File: src/rtl/ds_pixel_packer_if.sv
// ds_pixel_packer_if: packed-word output stream of the pixel packer.
//   m_data  : 32-bit word, earliest pixel in bits [7:0]
//   m_sof   : first word of a frame
//   m_eol   : word holds the last pixel of a line
//   m_eof   : last word of the frame
//   m_valid : head word valid
//   m_ready : consumer accepts head when m_valid & m_ready
interface ds_pixel_packer_if;
    logic [31:0] m_data;
    logic        m_sof;
    logic        m_eol;
    logic        m_eof;
    logic        m_valid;
    logic        m_ready;

    modport master (
        output m_data, m_sof, m_eol, m_eof, m_valid,
        input  m_ready
    );

    modport slave (
        input  m_data, m_sof, m_eol, m_eof, m_valid,
        output m_ready
    );
endinterface

File: src/rtl/ds_pixel_packer.sv
// ds_pixel_packer: tracks pixel position in the downsampled frame, packs four
// pixels per 32-bit word with sof/eol/eof tags and buffers words in a FIFO.
//   clk, rst_n : clock, asynchronous active-low reset
//   din        : 8-bit pixel, sampled when write_en = 1
//   write_en   : pixel-valid strobe
//   m          : output word stream (master side)
//   level      : FIFO occupancy in words
//   ovf        : sticky overflow flag (word dropped while full)
module ds_pixel_packer #(
    parameter int unsigned LINE_PIX    = 128,
    parameter int unsigned FRAME_LINES = 128,
    parameter int unsigned DEPTH       = 16
) (
    input  logic                     clk,
    input  logic                     rst_n,
    input  logic [7:0]               din,
    input  logic                     write_en,
    ds_pixel_packer_if.master        m,
    output logic [$clog2(DEPTH):0]   level,
    output logic                     ovf
);
    localparam int unsigned XW = $clog2(LINE_PIX);
    localparam int unsigned YW = (FRAME_LINES > 1) ? $clog2(FRAME_LINES) : 1;
    localparam int unsigned AW = $clog2(DEPTH);
    localparam int unsigned LW = AW + 1;
    localparam int unsigned EW = 35;

    logic [XW-1:0] x_q, x_d;
    logic [YW-1:0] y_q, y_d;
    logic [23:0]   lane_q, lane_d;
    logic          push_q, push_d;
    logic [EW-1:0] word_q, word_d;
    logic [AW-1:0] wr_ptr_q, wr_ptr_d, rd_ptr_q, rd_ptr_d;
    logic [LW-1:0] level_q, level_d;
    logic          ovf_q, ovf_d;
    logic [EW-1:0] mem [DEPTH];

    logic          sof_c, eol_c, eof_c;
    logic          valid_c, pop_c, push_ok_c;
    logic [EW-1:0] head_c;

    // Tags are derived from the position of the pixel that completes the word.
    assign sof_c = (x_q == XW'(3)) && (y_q == '0);
    assign eol_c = (x_q == XW'(LINE_PIX - 1));
    assign eof_c = eol_c && (y_q == YW'(FRAME_LINES - 1));

    assign valid_c   = (level_q != '0);
    assign pop_c     = valid_c & m.m_ready;
    assign push_ok_c = push_q && ((level_q < LW'(DEPTH)) || pop_c);

    // Position counters, packing lanes and push stage next-state.
    always_comb begin
        x_d    = x_q;
        y_d    = y_q;
        lane_d = lane_q;
        push_d = 1'b0;
        word_d = word_q;
        if (write_en) begin
            if (x_q == XW'(LINE_PIX - 1)) begin
                x_d = '0;
                y_d = (y_q == YW'(FRAME_LINES - 1)) ? '0 : y_q + YW'(1);
            end else begin
                x_d = x_q + XW'(1);
            end
            case (x_q[1:0])
                2'd0:    lane_d[7:0]   = din;
                2'd1:    lane_d[15:8]  = din;
                2'd2:    lane_d[23:16] = din;
                default: begin
                    push_d = 1'b1;
                    word_d = {eof_c, eol_c, sof_c, din, lane_q};
                end
            endcase
        end
    end

    // FIFO pointer/occupancy next-state; a refused push only raises ovf.
    always_comb begin
        wr_ptr_d = wr_ptr_q;
        rd_ptr_d = rd_ptr_q;
        level_d  = level_q;
        ovf_d    = ovf_q | (push_q & ~push_ok_c);
        if (push_ok_c) wr_ptr_d = wr_ptr_q + AW'(1);
        if (pop_c)     rd_ptr_d = rd_ptr_q + AW'(1);
        case ({push_ok_c, pop_c})
            2'b10:   level_d = level_q + LW'(1);
            2'b01:   level_d = level_q - LW'(1);
            default: level_d = level_q;
        endcase
    end

    // State registers.
    always_ff @(posedge clk or negedge rst_n) begin
        if (!rst_n) begin
            x_q      <= '0;
            y_q      <= '0;
            lane_q   <= '0;
            push_q   <= 1'b0;
            word_q   <= '0;
            wr_ptr_q <= '0;
            rd_ptr_q <= '0;
            level_q  <= '0;
            ovf_q    <= 1'b0;
        end else begin
            x_q      <= x_d;
            y_q      <= y_d;
            lane_q   <= lane_d;
            push_q   <= push_d;
            word_q   <= word_d;
            wr_ptr_q <= wr_ptr_d;
            rd_ptr_q <= rd_ptr_d;
            level_q  <= level_d;
            ovf_q    <= ovf_d;
        end
    end

    // Word storage is not reset; the read mux is gated by valid instead.
    always_ff @(posedge clk) begin
        if (push_ok_c) mem[wr_ptr_q] <= word_q;
    end

    assign head_c    = valid_c ? mem[rd_ptr_q] : '0;
    assign m.m_data  = head_c[31:0];
    assign m.m_sof   = head_c[32];
    assign m.m_eol   = head_c[33];
    assign m.m_eof   = head_c[34];
    assign m.m_valid = valid_c;
    assign level     = level_q;
    assign ovf       = ovf_q;
endmodule
File: src/flat_wrapper.sv
// flat-port wrapper written by rule: the top's interface ports become plain ports
module ds_pixel_packer_flat 
#(
    parameter int unsigned LINE_PIX    = 128,
    parameter int unsigned FRAME_LINES = 128,
    parameter int unsigned DEPTH       = 16
)
  (clk, rst_n, din, write_en, level, ovf, m_m_data, m_m_sof, m_m_eol, m_m_eof, m_m_valid, m_m_ready);
  ds_pixel_packer_if m_i ();
  input  logic clk;
  input  logic rst_n;
  input  logic [7:0] din;
  input  logic write_en;
  output logic [$clog2(DEPTH):0] level;
  output logic ovf;
  output wire logic [$bits(m_i.m_data)-1:0] m_m_data;
  output wire logic [$bits(m_i.m_sof)-1:0] m_m_sof;
  output wire logic [$bits(m_i.m_eol)-1:0] m_m_eol;
  output wire logic [$bits(m_i.m_eof)-1:0] m_m_eof;
  output wire logic [$bits(m_i.m_valid)-1:0] m_m_valid;
  input wire logic [$bits(m_i.m_ready)-1:0] m_m_ready;
  assign m_m_data = m_i.m_data;
  assign m_m_sof = m_i.m_sof;
  assign m_m_eol = m_i.m_eol;
  assign m_m_eof = m_i.m_eof;
  assign m_m_valid = m_i.m_valid;
  assign m_i.m_ready = m_m_ready;
  ds_pixel_packer #(.LINE_PIX(LINE_PIX), .FRAME_LINES(FRAME_LINES), .DEPTH(DEPTH)) u_core (.clk(clk), .rst_n(rst_n), .din(din), .write_en(write_en), .m(m_i), .level(level), .ovf(ovf));
endmodule
File: config.mk
export PLATFORM = sky130hd
export DESIGN_NAME = ds_pixel_packer_flat
export DESIGN_NICKNAME = d
export VERILOG_FILES = /design/src/rtl/ds_pixel_packer_if.sv /design/src/rtl/ds_pixel_packer.sv /design/src/flat_wrapper.sv
export SDC_FILE = /design/constraint.sdc
export NUM_CORES = 1
export LEC_CHECK = 0
export ABC_AREA = 1
export ABC_CLOCK_PERIOD_IN_PS = 3780
export BUFFER_PORTS_ARGS = -buffer_cell sky130_fd_sc_hd__clkbuf_2
export CAP_MARGIN = 25
export CORE_MARGIN = 4
export CORE_UTILIZATION = 30
export DETAILED_ROUTE_END_ITERATION = 12
export SYNTH_ARGS = -nofsm -noshare
export SYNTH_HDL_FRONTEND = slang
export SYNTH_SLANG_ARGS = --single-unit
File: constraint.sdc
create_clock -name clk -period 3.78 [get_ports clk]
set_input_delay 0.945 -clock clk [delete_from_list [all_inputs] [get_ports clk]]
set_output_delay 0.945 -clock clk [all_outputs]
set_load 0.005 [all_outputs]
==> run metrics <==
status complete, no violations; Place WS 0.6971 ns; minimum clock period 3.612 ns; clock sink count 648; largest net degree at the start of global routing 87; via/cell ratio 4.768; post-synthesis cell type count 24; most frequent cells in the layout 856 x nand2_1, 560 x edfxtp_1, 438 x nand3_1; most common cell after layout, fill and taps aside nand2_1; vias in the first global route 16156; WP data required 2.83 ns; RR Startpoint u_core.level[4]$_DFFE_PN0P_; Post-Route Setup TNS 0 ns; worst hold path type in2async; CTS tree built; synth warn 0; core footprint 85820 µm²; P_leak 11.42 nW; initial DRC count 1510; half-perimeter wire length after detailed placement 35350 µm; row count 107; top achievable clock speed 276.9 MHz; Max-slew headroom 46.67%; crit-path max FO 63; RSZ-0062 raised after global routing no; fin crit share 95.55%; actual slew at the worst max-slew pin 0.7988 ns; DR pass1 iterations 5; area grow syn2layout 16.08%; CTS root buffer clkbuf_16; # Post-CTS Setup Buffers 0; I/O Pins 54; PortBufs 53; Die H 303.2 µm; Final Wtd Congestion 0.7422; CTS Buf Count 69; fraction of layout cells with a size suffix above 1 10.05%; Mean Syn Cell Area 11.53 µm²; WL/cell 19.16 µm; Slew Viols, Final 0; Initial Utilization 30.45%; antenna viol nets, final 0; final net count 2345; initial antenna violation count 2; clock transition at the registers of the reported paths 0.06 ns; Synth Register Bits 648; worst-case clock buffer depth 3; Setup Skew 0.02535 ns; critical path arrival 2.67 ns; Hold Buf Count CTS 0; CP Launch Type flop; Crit Path Class reg2out; ant diodes 0; setup slack after layout 0.1683 ns; grt ovf 0; post-CTS sizing 0; total of max-cap violations 0; wirelength, routed 67320 µm; syn nets 2294; global-route wire length before repair 101700 µm; all-layer global routing usage 14.63%; Hold Vio Cnt, Final 0; Post-Syn Area 26140 µm²; Setup crit end kind output pin; final setup fails 0; Max rail drop VDD 0.4731 mV; latest clock arrival within the worst-skew pair 0.60 ns; drt drc 0; via count 16749; Synth Instances 2267; CP Launch Point u_core.rd_ptr_q[0]$_DFFE_PN0P_; register area share after synthesis 72.77%; PwrDens 788.7 nW/µm²; die width 303.2 µm; CTS H-tree depth 3; Die Area 91900 µm²
==> worst paths after layout <==
| path | end | slack [ns] | cells past startpoint |
|---|---|---|---|
| max | m_m_sof | 0.17 | 9 |
| min | u_core.rd_ptr_q[2]$_DFFE_PN0P_ | 0.36 | 1 |
| max reg2reg | u_core.level[4]$_DFFE_PN0P_ | 1.31 | 15 |
| min reg2reg | u_core.word_q[0]$_DFFE_PN0P_ | 0.46 | 2 |
| max in group asynchronous | u_core.word_q[8]$_DFFE_PN0P_ | 2.70 | 2 |
| min in group clk | u_core.word_q[0]$_DFFE_PN0P_ | 0.46 | 2 |
==> per-stage QoR <==
| stage | hold slack (ns) | power (mW) | cell area [µm²] | instances | util (%) |
|---|---|---|---|---|---|
| 2_1_floorplan | 0.4422 | 14.54 | 26140 | 2267 | - |
| 3_3_place_gp | 0.4511 | 17.51 | 28140 | 3391 | 32.80 |
| 3_5_place_dp | 0.4510 | 17.59 | 28140 | 3391 | 32.80 |
| 4_1_cts | 0.3638 | 24.18 | 30330 | 3513 | 35.34 |
| 5_1_grt | 0.3955 | 25.40 | 30340 | 3513 | 35.35 |
| 6_report | 0.3616 | 23.93 | 30340 | 3513 | 35.35 |
==> power by group <==
group	internal [mW]	switching, mW	total, mW
clock network	3.85	2.72	6.57
registers	9.10	1.06	10.2
logic	2.39	4.82	7.20
total	15.3	8.59	23.9
==> final cells by class <==
| class | instances | area, µm² |
|---|---|---|
| timing repair buffer | 109 | 1064 |
| fill | 8232 | 55480 |
| clock buffer | 84 | 1824 |
| inverter | 39 | 161.4 |
| sequential | 648 | 19030 |
| tap | 1144 | 1431 |
| clock inverter | 38 | 359.1 |
| multi-input combinational | 1451 | 6466 |
==> critical path, cell delays in order (launching register included) <==
cell and delay (ns):
dfrtp_4 0.49, buf_12 0.29, buf_12 0.31, nand2_1 0.10
nand3_1 0.10, nand3_1 0.08, nand2_1 0.07, nand2_1 0.06
a21oi_1 0.30, clkbuf_2 0.18
==> metal layers <==
| layer | GRT usage [%] | share of wire (%) |
|---|---|---|
| met4 | 4.146 | 2.1 |
| met2 | 24.37 | 48 |
| met5 | 0 | 0.019 |
| met3 | 2.076 | 6.0 |
| met1 | 20.05 | 44 |
==> state kept, by name, summed over array words and instances, names as in the netlist <==
register	count
u_core.y_q	7
u_core.word_q	35
u_core.level	5
u_core.x_q	7
u_core.wr_ptr_q	4
u_core.push_q	1
u_core.mem	560
u_core.ovf	1
u_core.lane_q	24
u_core.rd_ptr_q	4
==> cells in the mapped netlist, drive strengths merged <==
library cell  count  area, µm²
nand4             2      12.51
buf             101      525.5
edfxtp          560      16820
a31o              1      8.760
clkinv            2      7.510
nor2             32      120.1
a21oi            39      198.9
clkbuf           28      105.1
nand3b            2      15.01
nor3              3      15.01
o21ai            45      225.2
dfrtp            88       2202
o31ai             1      7.510
xnor2             5      43.79
ha               15      187.7
nand3           438       2192
nand2           857       3217
inv              37      138.9
xor2             11      96.34
==> cells by family (layout without fill, tap and decap cells) <==
kind of cell,count (synthesis),in the layout,share of synthesized area [%]
buffers and inverters,168,270,2.973
AO/OA/AOI/OAI,86,86,1.685
flip-flops,648,648,72.77
AND/OR/NAND/NOR,1334,1334,21.32
adder cells (fa/ha/maj),15,15,0.7181
XOR/XNOR,16,16,0.5362
(Power assumes the default switching activity.)
